===== src/rtl/sr_flag_arbiter.sv =====
// Two-requester round-robin arbiter that owns the T inputs of a WIDTH-bit flag bank.
// Accepted set/clear masks become per-bit toggles; masks that both set and clear a bit are rejected.
module sr_flag_arbiter #(
  parameter int WIDTH = 8
) (
  input  logic             clk,
  input  logic             rst,
  input  logic             req_a,
  input  logic [WIDTH-1:0] set_a,
  input  logic [WIDTH-1:0] clr_a,
  output logic             ack_a,
  output logic             err_a,
  input  logic             req_b,
  input  logic [WIDTH-1:0] set_b,
  input  logic [WIDTH-1:0] clr_b,
  output logic             ack_b,
  output logic             err_b,
  output logic [WIDTH-1:0] q,
  output logic [WIDTH-1:0] qb,
  output logic             busy,
  output logic             gnt_b
);

  typedef enum logic [1:0] {
    IDLE  = 2'd0,
    APPLY = 2'd1,
    ACK   = 2'd2
  } state_e;

  // T input that drives each flag toward the requested SR behaviour.
  function automatic logic [WIDTH-1:0] toggle_vec(input logic [WIDTH-1:0] set_m,
                                                  input logic [WIDTH-1:0] clr_m,
                                                  input logic [WIDTH-1:0] cur_q);
    return (set_m & ~cur_q) | (clr_m & cur_q);
  endfunction

  state_e           state_q, state_d;
  logic [WIDTH-1:0] q_q, q_d;
  logic [WIDTH-1:0] qb_q, qb_d;
  logic [WIDTH-1:0] set_q, set_d;
  logic [WIDTH-1:0] clr_q, clr_d;
  logic             gnt_b_q, gnt_b_d;
  logic             prio_b_q, prio_b_d;  // 1: B wins a tie
  logic             ack_a_q, ack_a_d, ack_b_q, ack_b_d;
  logic             err_a_q, err_a_d, err_b_q, err_b_d;
  logic             busy_q, busy_d;
  logic             win_b_s;

  // Next-state, arbitration and flag update.
  always_comb begin
    state_d  = state_q;
    q_d      = q_q;
    set_d    = set_q;
    clr_d    = clr_q;
    gnt_b_d  = gnt_b_q;
    prio_b_d = prio_b_q;
    ack_a_d  = 1'b0;
    ack_b_d  = 1'b0;
    err_a_d  = 1'b0;
    err_b_d  = 1'b0;
    win_b_s  = 1'b0;
    case (state_q)
      IDLE: begin
        if (req_a || req_b) begin
          if (req_a && req_b) begin
            win_b_s = prio_b_q;
          end else begin
            win_b_s = req_b;
          end
          gnt_b_d  = win_b_s;
          prio_b_d = ~win_b_s;
          set_d    = win_b_s ? set_b : set_a;
          clr_d    = win_b_s ? clr_b : clr_a;
          state_d  = APPLY;
        end else begin
          state_d = IDLE;
        end
      end
      APPLY: begin
        if ((set_q & clr_q) != {WIDTH{1'b0}}) begin
          err_a_d = ~gnt_b_q;
          err_b_d = gnt_b_q;
        end else begin
          q_d     = q_q ^ toggle_vec(set_q, clr_q, q_q);
          ack_a_d = ~gnt_b_q;
          ack_b_d = gnt_b_q;
        end
        state_d = ACK;
      end
      ACK: begin
        state_d = IDLE;
      end
      default: begin
        state_d = IDLE;
      end
    endcase
    qb_d   = ~q_d;
    busy_d = (state_d != IDLE);
  end

  // State and output registers with synchronous reset.
  always_ff @(posedge clk) begin
    if (rst) begin
      state_q  <= IDLE;
      q_q      <= {WIDTH{1'b0}};
      qb_q     <= {WIDTH{1'b1}};
      set_q    <= {WIDTH{1'b0}};
      clr_q    <= {WIDTH{1'b0}};
      gnt_b_q  <= 1'b0;
      prio_b_q <= 1'b0;
      ack_a_q  <= 1'b0;
      ack_b_q  <= 1'b0;
      err_a_q  <= 1'b0;
      err_b_q  <= 1'b0;
      busy_q   <= 1'b0;
    end else begin
      state_q  <= state_d;
      q_q      <= q_d;
      qb_q     <= qb_d;
      set_q    <= set_d;
      clr_q    <= clr_d;
      gnt_b_q  <= gnt_b_d;
      prio_b_q <= prio_b_d;
      ack_a_q  <= ack_a_d;
      ack_b_q  <= ack_b_d;
      err_a_q  <= err_a_d;
      err_b_q  <= err_b_d;
      busy_q   <= busy_d;
    end
  end

  assign q     = q_q;
  assign qb    = qb_q;
  assign busy  = busy_q;
  assign gnt_b = gnt_b_q;
  assign ack_a = ack_a_q;
  assign ack_b = ack_b_q;
  assign err_a = err_a_q;
  assign err_b = err_b_q;

endmodule


===== config.mk =====
export PLATFORM = sky130hd
export DESIGN_NAME = sr_flag_arbiter
export DESIGN_NICKNAME = d
export VERILOG_FILES = /design/src/rtl/sr_flag_arbiter.sv
export SDC_FILE = /design/constraint.sdc
export NUM_CORES = 1
export LEC_CHECK = 0
export ABC_AREA = 0
export BUFFER_PORTS_ARGS = -buffer_cell sky130_fd_sc_hd__buf_2
export CORE_ASPECT_RATIO = 0.6
export CORE_MARGIN = 5
export CORE_UTILIZATION = 30
export DETAILED_ROUTE_END_ITERATION = 16
export SYNTH_ARGS = -nofsm -noshare
export SYNTH_HDL_FRONTEND = slang
export SYNTH_SLANG_ARGS = --single-unit

===== constraint.sdc =====
create_clock -name clk -period 3.26 [get_ports clk]
set_clock_uncertainty 0.05 [all_clocks]
set_input_delay 0.163 -clock clk [delete_from_list [all_inputs] [get_ports clk]]
set_output_delay 0.163 -clock clk [all_outputs]
set_load 0.02 [all_outputs]

After elaboration in Yosys (flattened, before gate mapping). Cells that the tools add are included. W data, S select, Z words.

Bits in registers: 41. Bits in latches: 0. RAM bits: 0. Bits in read-only memories: 0. Bits of input ports: 36. Output and inout bits: 22. Word-level logic and storage cells: 41. Memories kept: 0.

$add $sub $neg: 0. Multiply operators: 0. Div/mod/pow operators: 0. Order comparisons: 0. Eq/ne operators: 1. Shifts and indexed selects: 0. Muxes and demuxes: 9. Bitwise logic cells: 11. Reduce and logical (&&, ||, !) cells: 8.

Operator list (number): $mux W8 (4); $and A8 B8 Y8 (3); $not A8 Y8 (2); $or A8 B8 Y8 (1); $reduce_bool A8 Y1 (1); $xor A8 B8 Y8 (1); $reduce_or A3 Y1 (2); $mux W1 (4); $not A1 Y1 (4); $pmux W2 S2 (1); $eq A2 B1 Y1 const B (1); $logic_not A2 Y1 (1); $reduce_and A2 Y1 (1); $reduce_bool A2 Y1 (1); $logic_and A1 B1 Y1 (1); $logic_or A1 B1 Y1 (1).

Longest topological paths before layout.
Depth in word-level cells: 7. Depth in mapped cells: 6.

Worst setup path before layout. No wires, ideal clock.

Kind: flip-flop to flip-flop. From: register set_q[4]. To: register qb_q[5] (netlist: qb[5]). Setup time: 0.114 ns. Arrival time: 1.150 ns. Required time: 3.096 ns. Slack: 1.947 ns. Cell stages (with the launch flop): 6. Buffers on the path: 1. Period minus slack after synthesis: 1.313 ns. Path through: dfxtp_1 -> a22oi_1 -> and4_1 -> buf_4 -> nand4b_1 -> a21o_1.

Cells in the longest elaborated chain, start to end: 5.

Ends and longest elaborated chain: start, declared (RTL line 40) `logic [WIDTH-1:0] set_q, set_d;`; start signal, assigned (RTL line 107) `set_q <= {WIDTH{1'b0}};`; start signal, assigned (RTL line 120) `set_q <= set_d;`; $and A8 B8 Y8 (RTL line 80) `if ((set_q & clr_q) != {WIDTH{1'b0}}) begin`; $reduce_bool A8 Y1 (RTL line 80); $mux W8 (RTL line 80); $mux W8 (RTL line 62) `case (state_q)`; $not A8 Y8 (RTL line 97) `qb_d = ~q_d;`; end signal, assigned (RTL line 106) `qb_q <= {WIDTH{1'b1}};`; end signal, assigned (RTL line 119) `qb_q <= qb_d;`; end, declared (RTL line 39) `logic [WIDTH-1:0] qb_q, qb_d;`.

No other way between the ends. A chain may end at the register's enable or synchronous reset.

==> reports/qor.yml <==
grt_use_met1_pct: 21.2
grt_pass1_wl_um: 7020
cts_root_buffer: "clkbuf_8"
grt_pass1_vias: 1368
cts_tree: "done"
finalCriticalPeriod_ns: 1.91
syn_area_um2: 1520
top_usage_layer: "met1"
cp.required_ns: 3.35
hold_violations: 0
rows: 20
p_comb_share_pct: 15.8
hpwl_um: 3130
synth_nets: 185
slew_headroom_pct: 27.8
whs_path_depth: 3
nFillCells: 523
period_share_pct: 58.5
grt_max_degree: 38
netlist_instances: 149
final_antenna_net_count: 0
ff2ff_path_depth: 4
power_leakage_uw: 0.000796
syn_avg_cell_area_um2: 10.2
multi_input_area_um2: 626
drc_errors: 0
setup_viol: 0
antenna_found_initial: 0
fmax_ghz: 0.524
maxCapViolCount: 0
syn2layout_area_growth_pct: 25.7
drt_pass1_iterations: 5
ys_seq_elements: 41
overflow: 0
cts_max_level: 2
grt_util_met2_pct: 18.3
dp_cells: 262
core_area_um2: 4980
cts_sinks: 41
grtUsageMet3_pct: 4.14
p_per_area_nw_per_um2: 544
netSwitchingPower_uw: 294
gr-usage-all-layers_pct: 13.6
clock_power_share_pct: 30.2
final_nets: 239
setup_tns_ns: 0
irDropWorstVdd_mv: 0.168
viasPerCell: 5.02
cts_setup_buffers: 0
worstPathMaxFanout: 16
crit_type: "register to register"
diodes: 0
cts.path.max_buffers: 2
cp-end-kind: "register"
slew_violations: 0
hold_path.class: "input port to register"
io_pins: 58
start_util_pct: 30.6
num_vias: 1356
intPower_uw: 748
clk_latency_ns: 0.28
postCtsHoldBufs: 0
die_h_um: 65.2
drive_gt1_share_pct: 33.8
die_area_um2: 6650
p_sw_share_pct: 28.2
cts_buffers: 5
cts.clk_slew.worst_paths_ns: 0.08
ys_warn_count: 0
rsz0062_at_grt: "no"
io_buffer_count: 57
cp-start-kind: "register"
cts_resized: 0
netlist-cell-type-count: 27
crit_arrival_ns: 2.00
final_cells: 270
wl_per_cell_um: 15.9
drtIter0Drc: 135
die_width_um: 102
seq_area_um2: 821
worstMarginPinSlew_ns: 1.08
routabilityCongestion: 0.763
seq_power_share_pct: 54.0
outcome: "completed"
synth-seq-area-share_pct: 53.9
fin_hold_ws_ns: 0.0636
wirelength_um: 4290
[path summary, 6_finish.rpt]
path	startpoint	end	slack [ns]
max	state_q[0]$_SDFF_PP0_	register	1.35
max reg2reg	state_q[0]$_SDFF_PP0_	register	1.35
min	clr_a[7]	clr_q[7]$_SDFFE_PP0P_	0.06
min reg2reg	register	register	0.44
[layout make-up]
type	count	share of cell area (%)
clock buffers	6	3.79
clock inverters	2	0.523
inverters	3	0.588
multi-input cells	94	32.7
flip-flops and latches	41	42.8
well taps	66	4.31
repair buffers	58	15.3
[placed cells by master, fill, tap and decap left out, drive strengths merged, types with 2 or more instances in the layout]
cell type / synthesis / routed
a22oi: 4 / 4
inv: 3 / 3
clkbuf: 4 / 6
a21o: 8 / 8
buf: 7 / 58
a21oi: 9 / 9
a222oi: 16 / 16
o21ai: 9 / 9
nand2: 9 / 9
and3: 2 / 2
nand4b: 8 / 8
clkinv: 0 / 2
nor2: 21 / 21
dfxtp: 41 / 41
a211oi: 2 / 2
[critical path: stages, from the launching register on]
cell and delay (ns):
dfxtp_1 0.40, nor2b_1 0.84, nand2_1 0.12, o21ai_0 0.25
a21oi_1 0.09
[per-stage QoR]
step                utilization (%)  area (um2)  worst slack (ns)  total power (uW)
floorplan                         -        1520              1.95               681
global placement               36.8        1830              1.39               738
detailed placement             36.8        1830              1.36               740
CTS                            38.5        1920              1.34              1050
global route                   38.5        1920              1.11              1100
finish                         38.5        1920              1.35              1040
[metal layers]
metal / share of wire (%) / vias to the layer above
li1: - / 678
met1: 51 / 621
met2: 40 / 55
met3: 9.0 / 2
met4: 0.40 / 0
met5: 0 / -
[synthesized netlist by cell type, drive strengths merged]
cell type | count | share of area [%]
and3 | 2 | 0.82
clkbuf | 4 | 1.1
nand2b | 1 | 0.41
nor2 | 21 | 5.2
a21oi | 9 | 3.0
a222oi | 16 | 11
and4 | 1 | 0.57
a22oi | 4 | 2.0
buf | 7 | 3.3
a211oi | 2 | 0.98
o211a | 1 | 0.66
nand2 | 9 | 2.2
nor2b | 1 | 0.41
nand4 | 1 | 0.82
inv | 3 | 0.74
a2111oi | 1 | 1.8
o21ai | 9 | 3.2
nand4b | 8 | 4.6
a21o | 8 | 3.9
dfxtp | 41 | 54
[power by group through the flow]
stage	clock (uW)	sequential [uW]	combinational (uW)
after CTS	322	562	167
after detailed placement	0	574	166
after floorplan	0	579	102
after global placement	0	574	164
final	315	562	164
after global routing	347	568	186
[logic make-up after synthesis]
group | Yosys count | synth area share (%)
buffers and inverters | 14 | 5.09
AND/OR/NAND/NOR | 44 | 15.0
flip-flops | 41 | 53.9
AO/OA/AOI/OAI | 50 | 26.0
No activity file was read; power rests on OpenSTA's default activity.
